--- src/rtl/fpa_zp_reader.sv ---
// Reading-end sequencer for the F-PA ZP bus: steps the word select through the
// requested T words (and optionally the flags word) and hands each captured word out.
module fpa_zp_reader (
   input  logic        clk_sys,
   input  logic        clr,
   input  logic        start,
   input  logic [1:0]  len,
   input  logic        with_flags,
   input  logic        abort,
   input  logic [15:0] zp,
   output logic        zpa,
   output logic        zpb,
   output logic        _0_zp,
   output logic        busy,
   output logic [15:0] dout,
   output logic        dvalid,
   input  logic        dready,
   output logic        done,
   output logic [1:0]  dbg_state
);

   // Handshake: dout is offered while dvalid=1 and is consumed at a rising edge
   // where dvalid & dready; dvalid and dout stay put until that edge.
   typedef enum logic [1:0] {S_IDLE, S_SEL, S_HOLD, S_DONE} state_t;

   state_t      state_q, state_d;
   logic [1:0]  sel_q, sel_d;
   logic [1:0]  cnt_q, cnt_d;
   logic [1:0]  len_q, len_d;
   logic        flg_q, flg_d;
   logic [15:0] dout_q, dout_d;
   logic        zp_off_q, zp_off_d;
   logic        busy_q, busy_d;
   logic        dvalid_q, dvalid_d;
   logic        done_q, done_d;

   always_comb begin
      state_d = state_q;
      sel_d   = sel_q;
      cnt_d   = cnt_q;
      len_d   = len_q;
      flg_d   = flg_q;
      dout_d  = dout_q;
      case (state_q)
         S_IDLE: begin
            if (start && !abort) begin
               len_d = len;
               cnt_d = 2'd0;
               if (len != 2'd0) begin
                  state_d = S_SEL;
                  sel_d   = 2'd0;
                  flg_d   = with_flags;
               end else if (with_flags) begin
                  // Flags-only request: emit the flags word straight away.
                  state_d = S_SEL;
                  sel_d   = 2'd3;
                  flg_d   = 1'b0;
               end else begin
                  state_d = S_DONE;
               end
            end
         end
         S_SEL: begin
            dout_d  = zp;
            state_d = S_HOLD;
         end
         S_HOLD: begin
            if (dvalid_q && dready) begin
               if (({1'b0, cnt_q} + 3'd1) < {1'b0, len_q}) begin
                  cnt_d   = cnt_q + 2'd1;
                  sel_d   = cnt_q + 2'd1;
                  state_d = S_SEL;
               end else if (flg_q) begin
                  flg_d   = 1'b0;
                  sel_d   = 2'd3;
                  state_d = S_SEL;
               end else begin
                  sel_d   = 2'd0;
                  state_d = S_DONE;
               end
            end
         end
         default: begin
            sel_d   = 2'd0;
            state_d = S_IDLE;
         end
      endcase
      if (abort) begin
         state_d = S_IDLE;
         sel_d   = 2'd0;
         cnt_d   = 2'd0;
         flg_d   = 1'b0;
      end
      zp_off_d = !((state_d == S_SEL) || (state_d == S_HOLD));
      busy_d   = (state_d != S_IDLE);
      dvalid_d = (state_d == S_HOLD);
      done_d   = (state_d == S_DONE);
   end

   always_ff @(posedge clk_sys or posedge clr) begin
      if (clr) begin
         state_q  <= S_IDLE;
         sel_q    <= 2'd0;
         cnt_q    <= 2'd0;
         len_q    <= 2'd0;
         flg_q    <= 1'b0;
         dout_q   <= 16'h0000;
         zp_off_q <= 1'b1;
         busy_q   <= 1'b0;
         dvalid_q <= 1'b0;
         done_q   <= 1'b0;
      end else begin
         state_q  <= state_d;
         sel_q    <= sel_d;
         cnt_q    <= cnt_d;
         len_q    <= len_d;
         flg_q    <= flg_d;
         dout_q   <= dout_d;
         zp_off_q <= zp_off_d;
         busy_q   <= busy_d;
         dvalid_q <= dvalid_d;
         done_q   <= done_d;
      end
   end

   assign zpa       = sel_q[0];
   assign zpb       = sel_q[1];
   assign _0_zp     = zp_off_q;
   assign busy      = busy_q;
   assign dout      = dout_q;
   assign dvalid    = dvalid_q;
   assign done      = done_q;
   assign dbg_state = state_q;

endmodule

--- config.mk ---
export PLATFORM = sky130hd
export DESIGN_NAME = fpa_zp_reader
export DESIGN_NICKNAME = d
export VERILOG_FILES = /design/src/rtl/fpa_zp_reader.sv
export SDC_FILE = /design/constraint.sdc
export NUM_CORES = 1
export LEC_CHECK = 0
export ABC_AREA = 1
export CAP_MARGIN = 20
export CORE_UTILIZATION = 60
export CTS_CLUSTER_SIZE = 10
export DETAILED_ROUTE_END_ITERATION = 8
export DONT_BUFFER_PORTS = 1
export PLACE_DENSITY = 0.87
export SLEW_MARGIN = 5
export SYNTH_ARGS = -nofsm -noshare
export SYNTH_HDL_FRONTEND = slang
export SYNTH_SLANG_ARGS = --single-unit
export TNS_END_PERCENT = 100
--- constraint.sdc ---
create_clock -name clk_sys -period 2.9 [get_ports clk_sys]
set_input_delay 0 -clock clk_sys [delete_from_list [all_inputs] [get_ports clk_sys]]
set_output_delay 0 -clock clk_sys [all_outputs]
set_load 0.1 [all_outputs]
# Word-level counts from Yosys, hierarchy flattened
# Cells that the tools add are included.
# totals
output_inout_bits	24
ff_bits	29
# classes
n_reduce_logical	13
mux	28
n_lt_le_gt_ge	1
n_addsub	2
n_eq_ne	11
# ops
op	n
$mux 2	18
$ne 3x3->1 const B	4
$pmux 2 s3	2
$reduce_and 4->1	2
$eq 2x2->1 const B	3
$mux 1	6
$reduce_and 5->1	1
$eq 2x1->1 const B	2
$ne 4x4->1 const B	1
$pmux 2 s2	1
$reduce_bool 2->1	2
$add 2x1->3 const B	1
$lt 3x2->1	1
$reduce_bool 3->1	1
$add 2x1->2 const B	1
$logic_and 1x1->1	2
$logic_not 1->1	2
$logic_not 2->1	1
$ne 2x2->1 const B	1
$pmux 1 s2	1
$reduce_and 2->1	1
$logic_or 1x1->1	1

# Longest topological paths before layout
# Gate-level depths: netlist of the first run.
# logic_depth
depth_word	9
mapped_depth	11

# Least setup slack after synthesis of the first run
# No wires, ideal clock.
# synth_path
kind	flip-flop to flip-flop
startpoint	register state_q[1] (netlist: dbg_state[1])
endpoint	register zp_off_q (netlist: _0_zp)
stages_incl_launch_ff	6
t_arrival_ns	1.856
setup_time_ns	0.058
slack_ns	0.986
cell_sequence	dfrtp_1 -> nand2_1 -> nor2_1 -> a21oi_1 -> ha_1 -> inv_1
# synth_between
elab_chain_len	6
# synth_rtl
item	line	text
start: declaration	26	state_t state_q, state_d;
start signal: assignment	113	state_q <= state_d;
$eq 2x2->1 (tied with other cells)	44	case (state_q)
$pmux 2 s3 (*)	44	
$mux 2 (*)	88	if (abort) begin
$eq 2x1->1 / $eq 2x2->1 (equally long branches)	94	zp_off_d = !((state_d == S_SEL) || (state_d == S_HOLD));
$logic_or 1x1->1 (*)	94	
$logic_not 1->1 (*)	94	
via zp_off_d	32	logic zp_off_q, zp_off_d;
end signal: assignment	119	zp_off_q <= zp_off_d;
end: declaration	32	
# The timed path passes the listed nets; every way through them passes the cells marked *.
# A chain may end at the register's enable or synchronous reset.

# Worst setup path in the final report of the first run
# layout_path
startpoint	register state_q[0] (netlist: dbg_state[0])
endpoint	register len_q[0]
# layout_between
elab_chain_len	2
# layout_rtl
item	line	text
$logic_not 2->1	44	
$reduce_and 2->1 (no line)	-	
end signal: assignment	116	len_q <= len_d;
end: declaration	29	logic [1:0] len_q, len_d;
# Every way passes these cells.

==> results of run 1 <==
-- worst register-to-register path, stage by stage, from the launching register on --
cell           delay [ns]
dfrtp_1              0.37
buf_4                0.23
nor2_1               0.22
nand2_1              0.11
inv_1                0.14
nand2_1              0.06
dlygate4sd3_1        0.55
nand2_1              0.06
dlygate4sd3_1        0.53
-- cells in the final DEF, fill, tap and decap left out, types with 2 or more instances in the layout --
| cell | netlist | layout |
|---|---|---|
| inv_2 | 4 | 4 |
| clkbuf_4 | 0 | 5 |
| dlygate4sd3_1 | 0 | 23 |
| clkinv_2 | 0 | 2 |
| nand3_1 | 9 | 9 |
| dfrtp_1 | 28 | 28 |
| nor2_1 | 13 | 13 |
| buf_4 | 0 | 3 |
| inv_1 | 18 | 18 |
| nand2_1 | 87 | 87 |
| ha_1 | 4 | 4 |
-- layout make-up --
class / count / area [um^2] / share of cell area
Sequential cell: 29 / 727 / 0.428
Multi-Input combinational cell: 120 / 531 / 0.313
Timing Repair Buffer: 27 / 268 / 0.158
Inverter: 22 / 82.6 / 0.0487
Clock buffer: 5 / 37.5 / 0.0221
Tap cell: 27 / 33.8 / 0.0199
Clock inverter: 3 / 17.5 / 0.0103
-- routing by layer --
layer  part of all wire  vias up  global-route usage  wire, um
li1                   -      580                   -         -
met1               0.36      579               0.316      1250
met2               0.52       77               0.571      1840
met3              0.080       16               0.112       281
met4              0.041        0               0.224       144
met5                  0        -                   0         0
-- through the flow --
stage | worst slack (ns) | hold slack (ns) | cell area [um^2] | total power [uW]
floorplan | 0.986 | 0.0774 | 1350 | 1160
global placement | 1.05 | 0.112 | 1400 | 1190
CTS | 0.582 | 0.0238 | 1680 | 1460
detailed placement | 0.945 | 0.123 | 1400 | 1210
finish | 0.562 | 0.0402 | 1700 | 1480
global route | 0.484 | 0.0857 | 1700 | 1530
-- power breakdown --
part	switching [uW]	total, uW	internal, uW
logic	147	226	78.8
clock network	145	236	91.2
registers	547	1020	471
total	840	1480	641
-- cell usage after synthesis, drive strengths merged --
cell	count	area, um^2
nand2	87	327
dfrtp	28	701
inv	22	82.6
nor2	15	66.3
nand3	9	45.0
ha	4	50.1
buf	2	10.0
o21ai	2	10.0
a21oi	1	5.00
dfstp	1	26.3
fa	1	20.0
nand3b	1	7.51
-- final timing paths --
check | startpoint | slack (ns) | end
max | dbg_state[0]$_DFF_PP0_ | 0.56 | len_q[0]$_DFFE_PP0P_
min | dready | 0.04 | dbg_state[0]$_DFF_PP0_
max reg2reg | dbg_state[0]$_DFF_PP0_ | 0.56 | len_q[0]$_DFFE_PP0P_
min reg2reg | flg_q$_DFFE_PP0P_ | 0.50 | flg_q$_DFFE_PP0P_
max in group asynchronous | clr | 2.24 | dout[10]$_DFFE_PP0N_
min in group asynchronous | clr | 0.15 | dout[8]$_DFFE_PP0N_
-- cells by family after synthesis --
family,count (synthesis)
simple gates,112
compound gates,3
flops,29
fa+ha+maj,5
buf+inv,24
-- flip-flops by register name (all words and copies together), names as in the netlist --
signal / count
dout: 16
cnt_q: 2
dbg_state: 2
len_q: 2
sel_q: 2
_0_zp: 1
busy: 1
done: 1
dvalid: 1
flg_q: 1
==> results by group, run 1 <==
Finish
  • Fillers: 125
  • Fraction of layout cells with a size suffix above 1: 0.0922
  • Post-layout util: 0.831
  • Layout area overhead: 25.7%
  • Nets: between 200 and 250
  • Final non-filler cell total: ~230
  • Ant diodes: 0

Timing
  • Setup Skew: 0.0205 ns
  • Fin. max-slew vios: 0
  • Actual slew at the worst max-slew pin: just over 0.9 ns
  • Fin crit share: 0.806
  • Max Clk Rate: ~430 MHz
  • Final setup viols: 0
  • Slew HR: 0.386
  • Final hold violation count: 0
  • RSZ-0062 raised after global routing: false
  • Minimum clock period: 2.34 ns
  • TNS Setup: 0 ns

Synthesis
  • Syn Area/Cell: between 7 and 8 um^2
  • Simple logic cell fraction of the synthesized area: 0.330
  • Ys Warns: 0
  • Unique masters post-synth: 16
  • Flops & latches, synth: 29
  • Largest family of logic cells by synthesized area: simple AND/OR/NAND/NOR gates
  • Post-Synth XOR/XNOR Area: 0
  • Adder-Cell Fraction of Synth Area: 0.0519
  • Mapped Cells: 173
  • Compound-Gate Fraction of Synth Area: 0.0111
  • Mux cell area share after synthesis: 0
  • Sequential element share of the synthesized area: 0.538
  • Syn Std Cell Area: ~1400 um^2
  • Post-Synthesis Net Count: 202

Status
  • Status: finished, final reports clean

Critical path
  • Worst path slowest cell: dlygate4sd3_1
  • Most frequent CP cell: nand2_1
  • Highest cell delay on the worst timing path: between 0.5 and 0.6 ns
  • Worst path depth: 8
  • CP top delay family: buffers and inverters
  • Critical path buffers and inverters: 4
  • Crit-path max FO: 4
  • Crit path kind: reg -> reg
  • Worst path cell trace: buf_4, nor2_1, nand2_1, inv_1, nand2_1, dlygate4sd3_1, nand2_1, dlygate4sd3_1
  • WP data arrival: ~2.6 ns
  • Worst setup SP type: flip-flop
  • Worst r2r path cells: 8
  • WP data required: about 3.2 ns
  • CP Capture Type: flip-flop

Die
  • Die width: between 40 and 50 um
  • I/O Pins: 48
  • DIE AREA: approximately 2400 um^2
  • Initial Utilization: 0.661
  • Core Region: slightly above 2000 um^2
  • Std-Cell Rows: 16
  • DIE HEIGHT: around 49 um

Drt
  • Antenna Nets Post-Route: 0
  • DRT iter0 DRCs: 41
  • Vias per Instance: ~5.4
  • Drt pass-1 iters: 4
  • DRC violations left: 0
  • Routed length per instance: between 15 and 20 um
  • Vias: roughly 1300
  • Total routed wirelength: ~3.5 mm

Power and ir drop
  • Cell leakage power: 0.000966 uW
  • Peak VDD IR: around 0.00073 V
  • PwrDens: 873 nW/um^2

Clock network
  • CTS Root Cell: clkbuf_4
  • H-Tree Depth: 2
  • CTS clk-pin slew, worst paths: approximately 0.090 ns
  • CTS sink count: 29
  • Clock buffer depth: 2
  • Clock latency on the worst-skew pair: around 0.34 ns
  • CTS buffer count: 5
  • CTS tree: done
  • CTS resizes: 0
  • CTS Hold Buffers Added: 23
  • Setup repair bufs after CTS: 0

Place
  • Routability cong.: between 0.7 and 0.8
  • HPWL after DPL: 2.00 mm
  • Port-buffer cells: 0
  • Placed insts: roughly 200

Worst hold path
  • Hold Crit Depth: 4
  • HP Class: in -> reg

GRT
  • GR Overflow Total: 0
  • All-Layer GR Usage: 0.325
  • Vias in the first global route: around 1300
  • Pin count of the biggest net entering global routing: 30
  • First-pass GRT wire length: 5.56 mm
  • Initial antenna violation count: 0

Flow run
  • MaxCap Viol Count: 0
(Power assumes the default switching activity.)
==> run 2, diff against run 1 <==
--- a/config.mk
+++ b/config.mk
@@ -7,11 +7,11 @@
 export LEC_CHECK = 0
 export ABC_AREA = 1
 export CAP_MARGIN = 20
-export CORE_UTILIZATION = 60
+export CORE_UTILIZATION = 55
 export CTS_CLUSTER_SIZE = 10
 export DETAILED_ROUTE_END_ITERATION = 8
 export DONT_BUFFER_PORTS = 1
-export PLACE_DENSITY = 0.87
+export PLACE_DENSITY = 0.84
 export SLEW_MARGIN = 5
 export SYNTH_ARGS = -nofsm -noshare
 export SYNTH_HDL_FRONTEND = slang
==> constraint.sdc (replaced) <==
create_clock -name clk_sys -period 1.9 [get_ports clk_sys]
set_input_delay 0 -clock clk_sys [delete_from_list [all_inputs] [get_ports clk_sys]]
set_output_delay 0 -clock clk_sys [all_outputs]
set_load 0.1 [all_outputs]
==> results by group, run 2 (synthesized netlist as in run 1, its figures left out) <==
Clock network
  • CTS clk-pin slew, worst paths: roughly 0.10 ns
  • CTS tree: done
  • H-Tree Depth: 2
  • Clock latency on the worst-skew pair: around 0.34 ns
  • CTS buffer count: 5
  • CTS sink count: 29
  • CTS Root Cell: clkbuf_4
  • Clock buffer depth: 2

Finish
  • Nets: 257
  • Layout area overhead: 39.9%
  • Ant diodes: 0
  • Register area: 728 um^2
  • Fillers: roughly 130
  • Number of flip-flops in the largest register: 16
  • Post-layout util: 0.838
  • Most common cell after layout, fill and taps aside: nand2_1
  • Fraction of layout cells with a size suffix above 1: 0.201
  • Commonest cells after routing, fill and taps aside: 85 x nand2_1, 27 x dfrtp_1, 27 x buf_4
  • Multi-input gate area: approximately 540 um^2

Timing
  • Minimum clock period: 1.82 ns
  • TNS Setup: 0 ns
  • Fin crit share: 0.956
  • Actual slew at the worst max-slew pin: between 0.8 and 0.9 ns
  • Final hold violation count: 0
  • Worst setup margin: a little over 0.08 ns
  • Hold WS: approximately 0.023 ns
  • Final setup viols: 0
  • Max Clk Rate: around 550 MHz
  • Setup Skew: around 0.010 ns
  • Fin. max-slew vios: 0
  • Slew HR: 0.460

Place
  • HPWL after DPL: between 2 and 2.5 mm
  • Pre-CTS setup slack: 0.0153 ns
  • Routability cong.: approximately 0.91
  • Port-buffer cells: 0

Drt
  • Vias per Instance: around 5.3
  • DRC violations left: 0
  • Total routed wirelength: 4.12 mm
  • Routed length per instance: ~16 um
  • Vias: ~1400
  • DRT iter0 DRCs: 35
  • Antenna Nets Post-Route: 0
  • Drt pass-1 iters: 4

GRT
  • All-Layer GR Usage: 0.349
  • GR Overflow Total: 0
  • Pin count of the biggest net entering global routing: 22
  • First-pass GRT wire length: approximately 6.3 mm
  • Initial antenna violation count: 0
  • Vias in the first global route: approximately 1300

Power and ir drop
  • PwrDens: approximately 1300 nW/um^2
  • Peak VDD IR: 0.00115 V
  • Overall Power: ~2500 uW
  • Cell leakage power: 0.00109 uW

Critical path
  • CP Launch Point: cnt_q[0]$_DFFE_PP0P_
  • WP data arrival: 2.11 ns
  • Reg2reg start: cnt_q[0]$_DFFE_PP0P_
  • Setup slack, reg-to-reg: slightly above 0.08 ns
  • Crit-path max FO: 3
  • Crit path kind: reg -> reg
  • CP Capture Type: flip-flop
  • Worst setup SP type: flip-flop
  • WP data required: ~2.2 ns

Die
  • Core Region: 2250 um^2
  • DIE AREA: around 2700 um^2
  • I/O Pins: 48
  • Die width: 51.5 um
  • DIE HEIGHT: roughly 50 um
  • Std-Cell Rows: 17
  • Initial Utilization: 0.599

Worst hold path
  • HP Class: in -> reg
  • Worst hold path startpoint: dready

Status
  • Status: finished, final reports clean

Flow run
  • MaxCap Viol Count: 0
run 2: power by group:
group          switching (uW)  internal [uW]
sequential               85.9            737
combinational            1020            248
clock                     220            214
run 2: path summary, 6_finish.rpt:
path	end	cells past startpoint
min in group asynchronous	sel_q[1]$_DFFE_PP0P_	2
hold / removal	dbg_state[0]$_DFF_PP0_	4
max in group asynchronous	dout[4]$_DFFE_PP0N_	3
setup / recovery	_0_zp$_DFF_PP1_	10
setup reg to reg	_0_zp$_DFF_PP1_	10
hold reg to reg	dout[10]$_DFFE_PP0N_	2
run 2: repair_timing:
| action | 4_1_cts | 5_1_grt |
|---|---|---|
| hold buffers | 23 | 0 |
| buffers inserted | 0 | 1 |
| endpoints found under the hold margin | 43 | 0 |
| endpoints found under the setup margin | 0 | 5 |
| resized for setup | 0 | 3 |
run 2: final cells by class:
| class | instances | area share |
|---|---|---|
| Tap cell | 28 | 0.0185 |
| Timing Repair Buffer | 50 | 0.229 |
| Sequential cell | 29 | 0.385 |
| Inverter | 22 | 0.0437 |
| Clock inverter | 1 | 0.00265 |
| Multi-Input combinational cell | 120 | 0.286 |
| Clock buffer | 7 | 0.0344 |
run 2: worst max-delay path: stages, from the launching register on:
cell and delay (ns):
dfrtp_1 0.42, fa_1 0.56, nand3_2 0.10, nand2_2 0.10, nand2_2 0.07, nand2_1 0.06
nand2_1 0.05, nand2_1 0.05, nand2_1 0.06, ha_1 0.26, inv_1 0.05
run 2: routing by layer:
layer  GRT usage  vias to the layer above  part of all wire
met5           0                        -                 0
met4       0.216                        0             0.055
met3      0.0848                       24             0.056
met2       0.632                       79              0.53
met1       0.355                      633              0.36
li1            -                      627                 -
run 2: stage by stage:
stage	instances	cell area [um^2]
2_1_floorplan	173	1350
3_3_place_gp	225	1570
3_5_place_dp	225	1570
4_1_cts	256	1870
5_1_grt	257	1890
6_report	257	1890
==> run 3, diff against run 2 <==
--- a/config.mk
+++ b/config.mk
@@ -11,7 +11,7 @@
 export CTS_CLUSTER_SIZE = 10
 export DETAILED_ROUTE_END_ITERATION = 8
 export DONT_BUFFER_PORTS = 1
-export PLACE_DENSITY = 0.84
+export PLACE_DENSITY_LB_ADDON = 0.05
 export SLEW_MARGIN = 5
 export SYNTH_ARGS = -nofsm -noshare
 export SYNTH_HDL_FRONTEND = slang
==> results by group, run 3 (synthesized netlist as in run 1, its figures left out) <==
Timing
  • Actual slew at the worst max-slew pin: 0.815 ns
  • Fin. max-slew vios: 0
  • Final hold violation count: 0
  • Max Clk Rate: 565 MHz
  • Slew HR: 0.456
  • TNS Setup: 0 ns
  • Worst setup margin: between 0.1 and 0.15 ns
  • Fin crit share: 0.931
  • Final setup viols: 0
  • Minimum clock period: roughly 1.8 ns
  • Setup Skew: 0.00758 ns
  • RSZ-0062 raised after global routing: false

Drt
  • Antenna Nets Post-Route: 0
  • Routed length per instance: between 10 and 15 um
  • Vias per Instance: about 5.0
  • DRT iter0 DRCs: 23
  • Vias: approximately 1300
  • Drt pass-1 iters: 4
  • Total routed wirelength: 3.35 mm
  • DRC violations left: 0

Power and ir drop
  • Combinational Power Share: 0.521
  • Sw frac: 0.530
  • Psw: roughly 1300 uW
  • Clk pwr share: 0.141
  • PwrDens: approximately 1300 nW/um^2
  • Sequential power share: 0.338
  • Cell leakage power: about 0.0011 uW
  • Peak VDD IR: between 0.001 and 0.0015 V
  • Pint: 1130 uW

Die
  • DIE AREA: around 2700 um^2
  • Core Region: around 2300 um^2
  • Std-Cell Rows: 17
  • I/O Pins: between 40 and 50
  • Initial Utilization: 0.599
  • Die width: slightly above 50 um
  • DIE HEIGHT: about 50 um

Critical path
  • Worst setup SP type: flip-flop
  • Crit-path max FO: 3
  • WP data required: between 2 and 2.5 ns
  • Crit path kind: reg -> reg
  • WP data arrival: around 2 ns
  • CP Capture Type: flip-flop

Clock network
  • Clock buffer depth: 2
  • CTS sink count: 29
  • CTS clk-pin slew, worst paths: around 0.090 ns
  • H-Tree Depth: 2
  • CTS Root Cell: clkbuf_4
  • CTS tree: done
  • CTS buffer count: 5
  • Clock latency on the worst-skew pair: 0.32 ns

Finish
  • Fraction of layout cells with a size suffix above 1: 0.201
  • Ant diodes: 0
  • Final non-filler cell total: 257
  • Commonest cells after routing, fill and taps aside: 84 x nand2_1, 27 x dfrtp_1, 27 x buf_4
  • Fillers: between 150 and 200
  • Nets: 257
  • Most common cell after layout, fill and taps aside: nand2_1
  • Layout area overhead: 39.5%
  • Number of flip-flops in the largest register: 16

Place
  • HPWL after DPL: 1.98 mm
  • Pre-CTS setup slack: between 0.04 and 0.05 ns
  • Placed insts: 225
  • Routability cong.: about 0.91
  • Port-buffer cells: 0

GRT
  • All-Layer GR Usage: 0.288
  • Pin count of the biggest net entering global routing: 23
  • Vias in the first global route: 1215
  • GR Overflow Total: 0
  • Initial antenna violation count: 0
  • First-pass GRT wire length: 5.32 mm

Status
  • Status: finished, final reports clean

Flow run
  • MaxCap Viol Count: 0

Worst hold path
  • HP Class: in -> reg
-- run 3: cell count changes in the layout (fill, tap and decap cells not counted), sizes merged --
cell,delta
clkinv,-1
clkbuf,+1
-- run 3: path summary, 6_finish.rpt --
kind / start / end / slack [ns] / depth (start not counted)
setup / recovery: len_q[1]$_DFFE_PP0P_ / _0_zp$_DFF_PP1_ / 0.13 / 11
hold / removal: dready / dbg_state[0]$_DFF_PP0_ / 0.06 / 4
setup reg to reg: len_q[1]$_DFFE_PP0P_ / _0_zp$_DFF_PP1_ / 0.13 / 11
hold reg to reg: dout[7]$_DFFE_PP0N_ / dout[7]$_DFFE_PP0N_ / 0.48 / 2
max in group asynchronous: clr / dout[0]$_DFFE_PP0N_ / 0.99 / 3
min in group asynchronous: clr / len_q[0]$_DFFE_PP0P_ / 0.27 / 2
-- run 3: what timing repair did --
action	in CTS	in global routing
setup buffers	0	1
setup endpoints to repair	0	4
endpoints found under the hold margin	45	0
resized for setup	0	6
hold buffers	23	0
-- run 3: cell type report --
type | instances | area (um^2) | share of cell area
sequential | 29 | 728 | 0.387
multi-input combinational | 120 | 556 | 0.295
timing repair buffer | 50 | 433 | 0.230
inverter | 22 | 82.6 | 0.0439
clock buffer | 8 | 48.8 | 0.0259
tap | 28 | 35.0 | 0.0186
-- run 3: critical path, cell delays in order, from the launching register on --
cell and delay, ns:
dfrtp_1 0.36, inv_2 0.05, fa_1 0.54, nand3_2 0.08, nand2_2 0.09, nand2_2 0.06
nand2_1 0.06, nand2_1 0.05, nand2_1 0.06, nand2_2 0.07, ha_4 0.26, inv_1 0.03
-- run 3: power groups by stage --
stage | clock network, uW | registers [uW] | logic [uW]
floorplan | 0 | 1580 | 187
global placement | 0 | 818 | 1160
detailed placement | 0 | 821 | 1180
CTS | 351 | 810 | 1220
global route | 378 | 827 | 1310
finish | 340 | 817 | 1260
-- run 3: metal layers --
metal  up-vias  part of all wire  GRT usage
li1        625                 -          -
met1       612              0.38      0.308
met2        50              0.55      0.548
met3         6             0.063     0.0760
met4         0             0.011     0.0811
met5         -                 0          0
-- run 3: per-stage QoR --
step / cell area [um^2] / total power (uW) / utilization / hold slack (ns)
4_1_cts: 1850 / 2380 / 0.821 / 0.0172
6_report: 1880 / 2420 / 0.835 / 0.0625
2_1_floorplan: 1350 / 1770 / - / 0.0773
5_1_grt: 1880 / 2520 / 0.835 / 0.0934
3_3_place_gp: 1570 / 1980 / 0.697 / 0.0673
3_5_place_dp: 1570 / 2000 / 0.697 / 0.0901
